===== src/rtl/demux_pkg.sv =====
// demux_pkg: shared constants and types for the 1-to-4 stream demultiplexer.
//   N_LANES      - number of output lanes
//   SEL_W        - width of the lane select (in_sel)
//   lane_state_t - per-lane holding state (LANE_EMPTY / LANE_FULL)
package demux_pkg;

  localparam int N_LANES = 4;
  localparam int SEL_W   = 2;

  typedef enum logic {
    LANE_EMPTY = 1'b0,
    LANE_FULL  = 1'b1
  } lane_state_t;

endpackage


===== src/rtl/demux_lane_reg.sv =====
// demux_lane_reg: one output lane of the demultiplexer, a one-entry holding
// register with a valid/ready handshake on its output side.
//
// Optional feature: macro DEMUX_COUNT_EN adds a CNT_W-bit counter of
// downstream transfers (wraps, cleared by rst only) and the cnt port.
//
// Ports:
//   clk       in   clock, rising edge
//   rst       in   asynchronous active-high reset (lane EMPTY, data/count 0)
//   flush     in   synchronous clear of the lane to EMPTY
//   load      in   upstream transfer addressed to this lane this cycle
//   load_data in   payload to capture when load=1
//   ready     in   downstream accept
//   valid     out  lane holds a word
//   data      out  held payload
//   cnt       out  downstream transfer count (DEMUX_COUNT_EN only)
module demux_lane_reg
  import demux_pkg::*;
#(
  parameter int DATA_W = 8
`ifdef DEMUX_COUNT_EN
  ,
  parameter int CNT_W  = 16
`endif
) (
  input  logic              clk,
  input  logic              rst,
  input  logic              flush,
  input  logic              load,
  input  logic [DATA_W-1:0] load_data,
  input  logic              ready,
  output logic              valid,
  output logic [DATA_W-1:0] data
`ifdef DEMUX_COUNT_EN
  ,
  output logic [CNT_W-1:0]  cnt
`endif
);

  lane_state_t       state_reg, state_next;
  logic [DATA_W-1:0] data_reg, data_next;

  // The top only raises load when the lane is EMPTY or draining this cycle,
  // so a load always wins over the drain and gives back-to-back throughput.
  always_comb begin
    state_next = state_reg;
    data_next  = data_reg;
    if (flush) begin
      state_next = LANE_EMPTY;
    end else if (load) begin
      state_next = LANE_FULL;
      data_next  = load_data;
    end else if (state_reg == LANE_FULL && ready) begin
      state_next = LANE_EMPTY;
    end
  end

  always_ff @(posedge clk or posedge rst) begin
    if (rst) begin
      state_reg <= LANE_EMPTY;
      data_reg  <= '0;
    end else begin
      state_reg <= state_next;
      data_reg  <= data_next;
    end
  end

  assign valid = (state_reg == LANE_FULL);
  assign data  = data_reg;

`ifdef DEMUX_COUNT_EN
  logic [CNT_W-1:0] cnt_reg, cnt_next;

  // A flush cycle overrides the downstream handshake, so it is not counted.
  always_comb begin
    cnt_next = cnt_reg;
    if (!flush && state_reg == LANE_FULL && ready) begin
      cnt_next = cnt_reg + 1'b1;
    end
  end

  always_ff @(posedge clk or posedge rst) begin
    if (rst) begin
      cnt_reg <= '0;
    end else begin
      cnt_reg <= cnt_next;
    end
  end

  assign cnt = cnt_reg;
`endif

endmodule


===== src/rtl/demux1to4_stream.sv =====
// demux1to4_stream: routes a valid/ready stream to one of four output lanes
// selected per word by in_sel. Each lane is a one-entry register, so a stalled
// lane only blocks words addressed to it.
//
// Optional feature: macro DEMUX_COUNT_EN adds per-lane downstream transfer
// counters and the out_cnt port.
//
// Ports:
//   clk        in   clock, rising edge
//   rst        in   asynchronous active-high reset
//   flush      in   synchronous clear of all lanes; blocks upstream that cycle
//   in_valid   in   upstream word present
//   in_ready   out  upstream word accepted this cycle (combinational)
//   in_sel     in   destination lane 0..3
//   in_data    in   upstream payload
//   out_valid  out  per-lane word present (bit k = lane k)
//   out_ready  in   per-lane downstream accept
//   out_data   out  lane k payload at [k*DATA_W +: DATA_W]
//   out_cnt    out  lane k transfer count at [k*CNT_W +: CNT_W] (DEMUX_COUNT_EN)
module demux1to4_stream
  import demux_pkg::*;
#(
  parameter int DATA_W = 8,
  parameter int CNT_W  = 16
) (
  input  logic                      clk,
  input  logic                      rst,
  input  logic                      flush,
  input  logic                      in_valid,
  output logic                      in_ready,
  input  logic [SEL_W-1:0]          in_sel,
  input  logic [DATA_W-1:0]         in_data,
  output logic [N_LANES-1:0]        out_valid,
  input  logic [N_LANES-1:0]        out_ready,
  output logic [N_LANES*DATA_W-1:0] out_data
`ifdef DEMUX_COUNT_EN
  ,
  output logic [N_LANES*CNT_W-1:0]  out_cnt
`endif
);

  if (DATA_W < 1 || CNT_W < 1) begin : g_param_check
    $error("demux1to4_stream: DATA_W and CNT_W must be at least 1");
  end

  logic [N_LANES-1:0] load;

  // Ready looks only at the addressed lane: it can take a word if empty, or
  // if it is being drained in this same cycle.
  assign in_ready = !flush && (!out_valid[in_sel] || out_ready[in_sel]);

  for (genvar gi = 0; gi < N_LANES; gi++) begin : g_lane
    assign load[gi] = in_valid && in_ready && (in_sel == SEL_W'(gi));

    demux_lane_reg #(
      .DATA_W   (DATA_W)
`ifdef DEMUX_COUNT_EN
      ,
      .CNT_W    (CNT_W)
`endif
    ) u_lane (
      .clk       (clk),
      .rst       (rst),
      .flush     (flush),
      .load      (load[gi]),
      .load_data (in_data),
      .ready     (out_ready[gi]),
      .valid     (out_valid[gi]),
      .data      (out_data[gi*DATA_W +: DATA_W])
`ifdef DEMUX_COUNT_EN
      ,
      .cnt       (out_cnt[gi*CNT_W +: CNT_W])
`endif
    );
  end

endmodule


===== config.mk =====
export PLATFORM = sky130hd
export DESIGN_NAME = demux1to4_stream
export DESIGN_NICKNAME = d
export VERILOG_FILES = /design/src/rtl/demux_pkg.sv /design/src/rtl/demux_lane_reg.sv /design/src/rtl/demux1to4_stream.sv
export SDC_FILE = /design/constraint.sdc
export NUM_CORES = 1
export LEC_CHECK = 0
export CORE_ASPECT_RATIO = 1.5
export CORE_MARGIN = 1
export CORE_UTILIZATION = 44
export DETAILED_ROUTE_END_ITERATION = 16
export GPL_TIMING_DRIVEN = 1
export PLACE_DENSITY = 0.79
export SLEW_MARGIN = 20
export SYNTH_ARGS = -nofsm -noshare
export SYNTH_HDL_FRONTEND = slang
export SYNTH_SLANG_ARGS = --single-unit
export TNS_END_PERCENT = 100

===== constraint.sdc =====
create_clock -name clk -period 1.7 [get_ports clk]
set_clock_uncertainty 0.2 [all_clocks]
set_input_delay 0.34 -clock clk [delete_from_list [all_inputs] [get_ports clk]]
set_output_delay 0.34 -clock clk [all_outputs]
set_load 0.005 [all_outputs]

==> flow_summary.toml <==
[clock_tree]
htreeDepth = 2
cts_root_buf = "clkbuf_8"
path_clk_slew_ps = 70
ctsHoldBuffers = 0
clock_sinks = 36
clockBufferDepth = 2
cts_tree = "yes"
clk_latency_ps = 280
cts_made_buffers = 5

[min_path]
worst_hold_path_type = "in2async"

[critical_path]
criticalPathCategory = "reg2out"
ff2ff_path_depth = 4
cp_cell_sequence = "or3b_4, a21boi_2, nor4_2, buf_2"
arrival_ps = 1330
endpoint_kind = "primary output"
cp-start-kind = "register"
r2r_slack_ps = 80
required_ps = 1160
crit_path_max_incr_delay_ps = 380
worstPathMaxFanout = 2
cp_slowest_cell = "or3b_4"

[routing]
wirelength_mm = 3.93
wl_per_cell_um = 17.9
drt_pass1_iterations = 3
drt-initial-drc-count = 17
vias = 1121
ant_nets = 0
drc = 0
avgViaCountPerCell = 5.10

[timing]
worst_pin_slew_ps = 244
holdWs_ps = 210
period_share_pct = 110
final_max_slew_viol_count = 0
finalHoldViolCount = 0
grt_setup_unrepaired = "yes"
post-route-min-period_ps = 1870
setup_viol = 1
relSlewSlack_pct = 83.6
max_freq_ghz = 0.534
setup_ws_ps = -171

[job]
drv_cap = 0

[die]
dieArea_mm2 = 0.00366
io_pins = 55
core_mm2 = 0.00319
rows = 25
initial_utilization_pct = 47.2
die_y_um = 73.6
die_w_um = 49.8

[finish]
n_antenna_cell = 0
final_cells = 220
largest_register_ffs = 32
final_area_mm2 = 0.00249
area_delta_synth_final_pct = 65.3
final_util_pct = 78.0
drive_gt1_share_pct = 45.0
final_nets = 197
nFillCells = 201

[yosys]
avgSynthCellArea_um2 = 15.8
ys_types = 20
netlist.area_leader.share_pct = 59.9
ys_seq_area_share_pct = 59.9
synth_cells = 95
synth_nets = 113
yosys_warnings = 0
yosys.area.top_type = "dfrtp_1"
syn-cell-area_mm2 = 0.00151
ys_ff_latch = 36
synthTopCellsByArea = "dfrtp_1 60%, mux2_2 18%, mux2_4 8.0%"

[pwr]
p_seq_share_pct = 45.7
p_leak_nw = 1.36
p_clk_share_pct = 24.7
sw_frac_of_total_pct = 23.8
peakVddDrop_mv = 0.817
p_per_area_mw_per_mm2 = 987
internal_power_mw = 1.87
p_switching_uw = 586
p_comb_share_pct = 29.6

[global_routing]
grtUsageTotal_pct = 22.3
grt_max_degree = 37
grt_first_pass_wirelength_mm = 5.80
grt_pass1_vias = 1180
antenna_found_initial = 0
grt_overflow = 0

[place]
hpwlAfterDp_mm = 2.46
pre_cts_slack_ps = -868
io_buffers = 54
place_area_mm2 = 0.00219
routabilityCongestion = 0.790
placed_cells = 199

[outcome]
violations = "setup timing"
status = "finished with violations"
[cell type report]
class                           count  area (µm²)  share of cell area, %
Inverter                            1        3.75                  0.151
Sequential cell                    36         901                   36.2
Clock buffer                        8        90.1                   3.62
Timing Repair Buffer               82         822                   33.0
Tap cell                           40        50.0                   2.01
Multi-Input combinational cell     53         622                   25.0
[layout by cell type, fill, tap and decap left out, drive strengths merged]
| cell | netlist | layout |
|---|---|---|
| dfrtp | 36 | 36 |
| mux2 | 32 | 32 |
| buf | 6 | 29 |
| dlymetal6s2s | 0 | 23 |
| clkdlybuf4s50 | 0 | 16 |
| dlygate4sd2 | 0 | 13 |
| clkbuf | 0 | 9 |
| nand2b | 4 | 4 |
| nand4b | 2 | 2 |
| o21ai | 2 | 2 |
| o21bai | 2 | 2 |
| and4 | 1 | 2 |
| nor2b | 1 | 1 |
| nor2 | 1 | 1 |
| and3 | 1 | 1 |
| nor3 | 1 | 1 |
| nand3b | 1 | 1 |
| or3b | 1 | 1 |
| a21boi | 1 | 1 |
| nor3b | 1 | 1 |
| nor4 | 1 | 1 |
| inv | 1 | 1 |
[per-stage QoR]
stage | TNS (ps) | power [mW]
6_report | -171 | 2.46
2_1_floorplan | 0 | 1.36
3_5_place_dp | -13130 | 1.84
4_1_cts | -311 | 2.45
5_1_grt | -261 | 2.57
3_3_place_gp | -11760 | 1.81
[logic make-up after synthesis]
family / Yosys count / synth area share [%]
simple gates: 15 / 8.31
compound gates: 5 / 2.16
buf+inv: 7 / 3.74
mux: 32 / 25.9
flops: 36 / 59.9
[power by group through the flow]
stage	clock [mW]	sequential, mW	combinational (mW)
global route	0.661	1.14	0.772
floorplan	0	1.14	0.218
CTS	0.633	1.13	0.693
global placement	0	1.13	0.678
detailed placement	0	1.14	0.696
finish	0.607	1.12	0.727
[synth_stat cells, drive strengths merged]
library cell and count:
nand4b 2, nand2b 4, buf 6, o21ai 2
nor2b 1, nor3 1, and3 1, nand3b 1
a21boi 1, nor3b 1, nor4 1, or3b 1
o21bai 2, inv 1, nor2 1, and4 1
mux2 32, dfrtp 36
[timing repair]
| item | in CTS | in global routing |
|---|---|---|
| pin swaps | 4 | 2 |
| setup endpoints to repair | 40 | 40 |
| cloned | 1 | 0 |
| setup buffers | 0 | 12 |
| resized for setup | 33 | 28 |
[metal layers]
| layer | share of wire, % | vias up | track usage, % |
|---|---|---|---|
| met5 | 0 | - | 0 |
| met4 | 2.0 | 0 | 11.4 |
| met1 | 35 | 574 | 22.4 |
| li1 | - | 506 | - |
| met3 | 3.9 | 9 | 5.59 |
| met2 | 59 | 32 | 41.7 |
[critical path, delay by kind of cell, from the launching register on]
kind            cells  cell delay, ps
compound gates      1             140
buf+inv             1             130
flops               1             350
simple gates        2             430
[worst paths after layout]
check | startpoint | to
max in group asynchronous | rst | g_lane[2].u_lane.data[0]
max | g_lane[1].u_lane.valid | in_ready
max reg2reg | g_lane[3].u_lane.valid | g_lane[3].u_lane.data[6]
min in group clk | g_lane[2].u_lane.data[1] | g_lane[2].u_lane.data[1]
min | rst | g_lane[1].u_lane.data[4]
min reg2reg | g_lane[2].u_lane.data[1] | g_lane[2].u_lane.data[1]
Power figures use the tool's default switching activity.
